--- src/rtl/reg_file_pkg.sv ---
// Shared definitions for the multi-ported register file: ID width helper,
// register-ID type and the index of the hardwired-zero register.
package reg_file_pkg;

  localparam int MAX_AW  = 8;
  localparam int ZERO_ID = 0;

  typedef logic [MAX_AW-1:0] reg_id_t;

  function automatic int id_width(input int nregs);
    return (nregs < 2) ? 1 : $clog2(nregs);
  endfunction

endpackage

--- src/rtl/reg_scoreboard.sv ---
// Busy-bit scoreboard: one bit per register, cleared by write-back and set by
// issue, with issue taking priority when both target the same register.
module reg_scoreboard
  import reg_file_pkg::*;
#(
  parameter int NREGS    = 32,
  parameter int NWR      = 2,
  parameter int AW       = 5,
  parameter int ZERO_REG = 1
) (
  input  logic              clk,
  input  logic              rst_n,
  input  logic [NWR-1:0]    we_i,
  input  logic [NWR*AW-1:0] wr_id_i,
  input  logic              iss_en_i,
  input  logic [AW-1:0]     iss_id_i,
  output logic [NREGS-1:0]  busy_o
);

  logic [NREGS-1:0] busy_q;
  logic [NREGS-1:0] busy_d;

  always_comb begin
    busy_d = busy_q;
    for (int w = 0; w < NWR; w++) begin
      if (we_i[w]) busy_d[wr_id_i[w*AW +: AW]] = 1'b0;
    end
    // A fresh reservation outlives a write-back retiring an older one.
    if (iss_en_i) busy_d[iss_id_i] = 1'b1;
    if (ZERO_REG != 0) busy_d[ZERO_ID] = 1'b0;
  end

  always_ff @(posedge clk or negedge rst_n) begin
    if (!rst_n) busy_q <= '0;
    else        busy_q <= busy_d;
  end

  assign busy_o = busy_q;

endmodule

--- src/rtl/reg_file_mp.sv ---
// Multi-ported register file with combinational reads, optional write-to-read
// forwarding, optional hardwired-zero R0 and an integrated busy scoreboard.
module reg_file_mp
  import reg_file_pkg::*;
#(
  parameter int DWIDTH   = 32,
  parameter int NREGS    = 32,
  parameter int NRD      = 2,
  parameter int NWR      = 2,
  parameter int BYPASS   = 1,
  parameter int ZERO_REG = 1,
  localparam int AW      = id_width(NREGS)
) (
  input  logic                  clk,
  input  logic                  rst_n,
  input  logic [NRD*AW-1:0]     rd_id,
  output logic [NRD*DWIDTH-1:0] rd_data,
  output logic [NRD-1:0]        rd_busy,
  input  logic [NWR-1:0]        we,
  input  logic [NWR*AW-1:0]     wr_id,
  input  logic [NWR*DWIDTH-1:0] wr_data,
  input  logic                  iss_en,
  input  logic [AW-1:0]         iss_id,
  output logic [NREGS-1:0]      busy_vec
);

  logic [DWIDTH-1:0] reg_val [NREGS];

  reg_scoreboard #(
    .NREGS    (NREGS),
    .NWR      (NWR),
    .AW       (AW),
    .ZERO_REG (ZERO_REG)
  ) u_sb (
    .clk      (clk),
    .rst_n    (rst_n),
    .we_i     (we),
    .wr_id_i  (wr_id),
    .iss_en_i (iss_en),
    .iss_id_i (iss_id),
    .busy_o   (busy_vec)
  );

  for (genvar r = 0; r < NREGS; r++) begin : g_reg
    if ((ZERO_REG != 0) && (r == ZERO_ID)) begin : g_zero
      assign reg_val[r] = '0;
    end else begin : g_flop
      logic              wr_hit;
      logic [DWIDTH-1:0] wr_val;
      logic [DWIDTH-1:0] val_q;

      // Ascending scan so the highest-indexed write port wins a conflict.
      always_comb begin
        wr_hit = 1'b0;
        wr_val = '0;
        for (int w = 0; w < NWR; w++) begin
          if (we[w] && (wr_id[w*AW +: AW] == AW'(r))) begin
            wr_hit = 1'b1;
            wr_val = wr_data[w*DWIDTH +: DWIDTH];
          end
        end
      end

      always_ff @(posedge clk or negedge rst_n) begin
        if (!rst_n)      val_q <= '0;
        else if (wr_hit) val_q <= wr_val;
      end

      assign reg_val[r] = val_q;
    end
  end

  for (genvar p = 0; p < NRD; p++) begin : g_rd
    logic [AW-1:0]     id;
    logic [DWIDTH-1:0] data;
    logic              hit;
    logic              busy;

    // Forwarding is suppressed in reset so reads stay zero while rst_n is low.
    always_comb begin
      id   = rd_id[p*AW +: AW];
      data = reg_val[id];
      hit  = 1'b0;
      if ((BYPASS != 0) && rst_n) begin
        for (int w = 0; w < NWR; w++) begin
          if (we[w] && (wr_id[w*AW +: AW] == id)) begin
            hit  = 1'b1;
            data = wr_data[w*DWIDTH +: DWIDTH];
          end
        end
      end
      busy = busy_vec[id] & ~hit;
      if ((ZERO_REG != 0) && (id == AW'(ZERO_ID))) begin
        data = '0;
        busy = 1'b0;
      end
    end

    assign rd_data[p*DWIDTH +: DWIDTH] = data;
    assign rd_busy[p]                  = busy;
  end

endmodule

--- config.mk ---
export PLATFORM = sky130hd
export DESIGN_NAME = reg_file_mp
export DESIGN_NICKNAME = d
export VERILOG_FILES = /design/src/rtl/reg_file_pkg.sv /design/src/rtl/reg_scoreboard.sv /design/src/rtl/reg_file_mp.sv
export SDC_FILE = /design/constraint.sdc
export NUM_CORES = 2
export LEC_CHECK = 0
export ABC_AREA = 0
export CAP_MARGIN = 10
export CELL_PAD_IN_SITES_DETAIL_PLACEMENT = 1
export CELL_PAD_IN_SITES_GLOBAL_PLACEMENT = 1
export CORE_ASPECT_RATIO = 1.5
export CORE_MARGIN = 2
export CORE_UTILIZATION = 45
export CTS_BUF_LIST = sky130_fd_sc_hd__clkbuf_16
export CTS_CLUSTER_DIAMETER = 200
export CTS_CLUSTER_SIZE = 24
export DETAILED_ROUTE_END_ITERATION = 16
export PLACE_DENSITY_LB_ADDON = 0.12
export REMOVE_ABC_BUFFERS = 1
export SYNTH_ARGS = -nofsm -noshare
export SYNTH_HDL_FRONTEND = slang
export SYNTH_SLANG_ARGS = --single-unit
--- constraint.sdc ---
create_clock -name clk -period 3.7 [get_ports clk]
set_input_delay 0.74 -clock clk [delete_from_list [all_inputs] [get_ports clk]]
set_output_delay 0.74 -clock clk [all_outputs]
set_load 0.02 [all_outputs]
==> impl_metrics.xml <==
<?xml version="1.0" encoding="UTF-8"?>
<metrics>
  <group name="drt">
    <metric name="first_iter_violations" unit="">6064</metric>
    <metric name="post_drt_wl_per_cell" unit="um">37.0</metric>
    <metric name="vias" unit="">59300</metric>
    <metric name="route.final.wire_length" unit="mm">319</metric>
    <metric name="post-route-drc-count" unit="">0</metric>
    <metric name="firstDrtPassIters" unit="">6</metric>
    <metric name="route.antenna.remaining_nets" unit="">0</metric>
    <metric name="drt-vias-per-instance" unit="">6.88</metric>
  </group>
  <group name="cts">
    <metric name="worst_skew_pair.late_latency" unit="ns">0.69</metric>
    <metric name="cts-buffers-inserted" unit="">48</metric>
    <metric name="clockBufferDepth" unit="">3</metric>
    <metric name="root_buffer" unit="">sky130_fd_sc_hd__clkbuf_16</metric>
    <metric name="cts_hold_buffers" unit="">0</metric>
    <metric name="clk_pin_slew_worst_paths" unit="ns">0.11</metric>
    <metric name="h_tree_depth" unit="">2</metric>
    <metric name="cts.sink_count" unit="">1023</metric>
    <metric name="tritoncts" unit="">yes</metric>
  </group>
  <group name="critical_path">
    <metric name="worstSetupStartpointType" unit="">primary input</metric>
    <metric name="timing.critical_path.arrival" unit="ns">3.00</metric>
    <metric name="endpoint_kind" unit="">primary output</metric>
    <metric name="slowest_stage" unit="">sky130_fd_sc_hd__a211oi_1</metric>
    <metric name="crit_path_largest_cell_delay" unit="ns">0.29</metric>
    <metric name="reg2regPathDepth" unit="">2</metric>
    <metric name="worstSetupPathType" unit="">primary input to primary output</metric>
    <metric name="critPathMostFrequentCell" unit="">sky130_fd_sc_hd__buf_16</metric>
    <metric name="rr_startpoint" unit="">g_reg[31].g_flop.val_q[16]$_DFFE_PN0P_</metric>
    <metric name="crit_required" unit="ns">2.96</metric>
    <metric name="crit_buf_inv" unit="">5</metric>
    <metric name="path_max_fanout" unit="">14</metric>
    <metric name="critical_path_cell_list" unit="">buf_16 -&gt; buf_16 -&gt; and3b_2 -&gt; buf_12 -&gt; a22oi_1 -&gt; o211ai_1 -&gt; nor2_1 -&gt; buf_4 -&gt; nor3_1 -&gt; a211oi_1 -&gt; buf_2</metric>
    <metric name="cpLargestDelayFamily" unit="">buffers and inverters</metric>
    <metric name="regToRegEndpoint" unit="">g_reg[31].g_flop.val_q[16]$_DFFE_PN0P_</metric>
    <metric name="ff2ff_setup_slack" unit="ns">2.82</metric>
  </group>
  <group name="grt">
    <metric name="grt_remaining_overflow" unit="">0</metric>
    <metric name="vias_in_the_first_global_route" unit="">61700</metric>
    <metric name="groute.usage.overall" unit="%">42.0</metric>
    <metric name="gr-max-usage-layer" unit="">met2</metric>
    <metric name="grt_start_max_net_pins" unit="">153</metric>
    <metric name="grt.met2_usage" unit="%">64.2</metric>
    <metric name="gr-usage-met3" unit="%">8.25</metric>
    <metric name="global_route_wire_length_before_repair" unit="mm">453</metric>
    <metric name="met1_usage" unit="%">53.0</metric>
    <metric name="number_of_antenna_violations_at_the_first_check_in_global_routing" unit="">10</metric>
  </group>
  <group name="timing">
    <metric name="max_freq" unit="MHz">267</metric>
    <metric name="timing.slew.headroom" unit="%">36.5</metric>
    <metric name="final_period_minus_worst_setup_slack" unit="ns">3.74</metric>
    <metric name="hold_ws" unit="ns">0.188</metric>
    <metric name="final_min_period_over_clock_period" unit="%">101</metric>
    <metric name="grt_setup_unrepaired" unit="">yes</metric>
    <metric name="hold_viol" unit="">0</metric>
    <metric name="postLayoutSetupSlackWorst" unit="ns">-0.0405</metric>
    <metric name="maxSlewViolCount" unit="">0</metric>
    <metric name="worst_slew_pin_slew" unit="ns">0.952</metric>
    <metric name="finalClockSkew" unit="ns">0</metric>
    <metric name="setup_violations" unit="">6</metric>
  </group>
  <group name="die">
    <metric name="starting_density_of_the_core" unit="%">45.3</metric>
    <metric name="die_area" unit="sq um">150000</metric>
    <metric name="die_height" unit="um">474</metric>
    <metric name="io-pin-count" unit="">192</metric>
    <metric name="placeableCoreArea" unit="sq um">146000</metric>
    <metric name="die_width" unit="um">317</metric>
    <metric name="number_of_rows_created_at_floorplan" unit="">172</metric>
  </group>
  <group name="worst_hold_path">
    <metric name="hold_path.class" unit="">primary input to async pin</metric>
  </group>
  <group name="placement">
    <metric name="io_buffer_count" unit="">190</metric>
    <metric name="detailed_place.area" unit="sq um">74600</metric>
    <metric name="gp_congestion" unit="">0.928</metric>
    <metric name="dp_cells" unit="">8483</metric>
    <metric name="detailedPlacementHpwl" unit="mm">203</metric>
  </group>
  <group name="finish">
    <metric name="final_cells" unit="">8620</metric>
    <metric name="area_growth" unit="%">16.8</metric>
    <metric name="final_nets" unit="">6795</metric>
    <metric name="fraction_of_final_layout_cells_with_drive_strength_greater_than_1" unit="%">22.3</metric>
    <metric name="finish.utilization" unit="%">52.9</metric>
    <metric name="finish.instance_area" unit="sq um">77300</metric>
    <metric name="fillcell_total" unit="">15600</metric>
  </group>
  <group name="synth">
    <metric name="yosys_register_bits" unit="">1023</metric>
    <metric name="synth_cells" unit="">6523</metric>
    <metric name="synth.yosys.seq_area_share" unit="%">38.7</metric>
    <metric name="avgSynthCellArea" unit="sq um">10.1</metric>
    <metric name="post-synth-top-area-cell" unit="">sky130_fd_sc_hd__dfrtp_1</metric>
    <metric name="ys_top_cells_by_area" unit="">sky130_fd_sc_hd__dfrtp_1, sky130_fd_sc_hd__mux2i_1, sky130_fd_sc_hd__mux4_2</metric>
    <metric name="synthFlopType" unit="">sky130_fd_sc_hd__dfrtp_1</metric>
    <metric name="synth-warning-count" unit="">0</metric>
    <metric name="post_synth_instance_area" unit="sq um">66100</metric>
    <metric name="netlist-cell-type-count" unit="">69</metric>
    <metric name="synth-edff-count" unit="">0</metric>
    <metric name="synth_async_sr_flop_share" unit="%">100</metric>
    <metric name="synth_largest_type_area_fraction" unit="%">38.7</metric>
  </group>
  <group name="run_status">
    <metric name="failed_checks" unit="">setup timing</metric>
    <metric name="run_status" unit="">finished with violations</metric>
  </group>
  <group name="job">
    <metric name="max_cap_violations" unit="">0</metric>
  </group>
  <group name="pwr">
    <metric name="vdd.ir_drop.worst" unit="V">0.000370</metric>
    <metric name="static-leakage-power" unit="nW">34.5</metric>
    <metric name="power.density_cell_area" unit="nW/um^2">444</metric>
  </group>
</metrics>
-- cell families after synthesis --
group                     Yosys count  share of synthesized area [%]
other                               1                        0.00567
buffers and inverters             822                           5.82
and+or+nand+nor                  1378                           8.54
xor gates and xnor gates           20                          0.265
muxes                            1743                           33.1
AOI/OAI and AO/OA                1536                           13.5
DFF                              1023                           38.7
-- stage by stage --
stage	setup slack, ns	power (mW)	setup TNS (ns)
2_1_floorplan	-1.86	22.7	-318.37
3_3_place_gp	-0.745	27.1	-34.33
3_5_place_dp	-0.760	27.8	-35.77
4_1_cts	0.00199	34.1	0
5_1_grt	-0.00411	35.9	-0.00851
6_report	-0.0405	34.3	-0.110
-- layer usage --
metal | part of all wire (%) | up-vias
li1 | - | 24000
met1 | 38 | 31000
met2 | 45 | 3288
met3 | 8.9 | 1045
met4 | 8.4 | 8
met5 | 0.019 | -
-- registers in the layout (all words and copies together), names as in the netlist --
| register | count |
|---|---|
| g.g_flop.val_q | 992 |
| u_sb.busy_o | 31 |
-- power breakdown --
part	internal (mW)	leakage (nW)	switching (mW)
clock network	2.39	0.610	4.04
logic	5.76	21.4	5.47
registers	14.1	12.5	2.56
total	22.3	34.5	12.1
-- how the worst max path moves through the flow --
stage                        start                               endpoint  slack, ns  cells past startpoint
after floorplan           wr_id[5]  g_reg[18].g_flop.val_q[0]$_DFFE_PN0P_      -1.86                      3
after global placement    wr_id[5]                            rd_data[49]      -0.75                      9
after detailed placement  wr_id[5]                            rd_data[50]      -0.76                      9
after CTS                 rd_id[1]                             rd_busy[0]      0.002                      8
after global routing      rd_id[1]                            rd_data[25]     -0.004                     10
final                     rd_id[5]                            rd_data[50]      -0.04                     11
-- worst register-to-register path: stages, from the launching register on --
cell                      delay, ns
sky130_fd_sc_hd__dfrtp_1       0.43
sky130_fd_sc_hd__mux2i_1       0.18
sky130_fd_sc_hd__a21oi_1       0.12
-- cells in the final DEF, fill, tap and decap left out, drive strengths merged, types with 57 or more instances in the layout --
cell type and count:
mux2i 1308, dfrtp 1023, buf 802, nor2 612, nand2 605, a21oi 579, o21ai 561, mux4 349
clkdlybuf4s50 103, a22oi 96, mux2 86, a211oi 74, clkbuf 57
-- layout make-up --
| cell class | count | area (sq um) | area share, % |
|---|---|---|---|
| Multi-Input combinational cell | 4678 | 37600 | 48.7 |
| Sequential cell | 1023 | 25600 | 33.1 |
| Timing Repair Buffer | 943 | 10400 | 13.5 |
| Tap cell | 1914 | 2390 | 3.10 |
| Clock buffer | 49 | 1230 | 1.59 |
| Inverter | 7 | 27.5 | 0.0356 |
| Antenna cell | 5 | 12.5 | 0.0162 |
| Clock inverter | 1 | 11.3 | 0.0146 |
-- synth_stat cells (6+ instances only) --
| master | n |
|---|---|
| sky130_fd_sc_hd__mux2i_1 | 1308 |
| sky130_fd_sc_hd__dfrtp_1 | 1023 |
| sky130_fd_sc_hd__nand2_1 | 605 |
| sky130_fd_sc_hd__nor2_1 | 604 |
| sky130_fd_sc_hd__a21oi_1 | 579 |
| sky130_fd_sc_hd__clkbuf_1 | 489 |
| sky130_fd_sc_hd__o21ai_0 | 474 |
| sky130_fd_sc_hd__mux4_2 | 349 |
| sky130_fd_sc_hd__buf_2 | 178 |
| sky130_fd_sc_hd__a22oi_1 | 96 |
| sky130_fd_sc_hd__o21ai_1 | 87 |
| sky130_fd_sc_hd__mux2_2 | 86 |
| sky130_fd_sc_hd__buf_4 | 75 |
| sky130_fd_sc_hd__a211oi_1 | 55 |
| sky130_fd_sc_hd__o22ai_1 | 53 |
| sky130_fd_sc_hd__a221oi_1 | 51 |
| sky130_fd_sc_hd__nor3_1 | 47 |
| sky130_fd_sc_hd__buf_1 | 42 |
| sky130_fd_sc_hd__buf_6 | 23 |
| sky130_fd_sc_hd__o211ai_1 | 23 |
| sky130_fd_sc_hd__nand4_1 | 20 |
| sky130_fd_sc_hd__a211oi_2 | 19 |
| sky130_fd_sc_hd__a31oi_1 | 19 |
| sky130_fd_sc_hd__a221o_1 | 18 |
| sky130_fd_sc_hd__a2bb2oi_1 | 18 |
| sky130_fd_sc_hd__xor2_1 | 16 |
| sky130_fd_sc_hd__a22o_1 | 15 |
| sky130_fd_sc_hd__nand2b_1 | 15 |
| sky130_fd_sc_hd__a2111oi_2 | 11 |
| sky130_fd_sc_hd__nor2b_1 | 11 |
| sky130_fd_sc_hd__and3_1 | 8 |
| sky130_fd_sc_hd__nor4_1 | 8 |
| sky130_fd_sc_hd__and2_1 | 7 |
| sky130_fd_sc_hd__nor3b_1 | 6 |
-- what timing repair did --
item,CTS,global route
cloned,4,5
resized for setup,329,76
pin swaps,32,18
setup buffers,35,38
setup endpoints to repair,66,60
No activity file was read; power rests on OpenSTA's default activity.
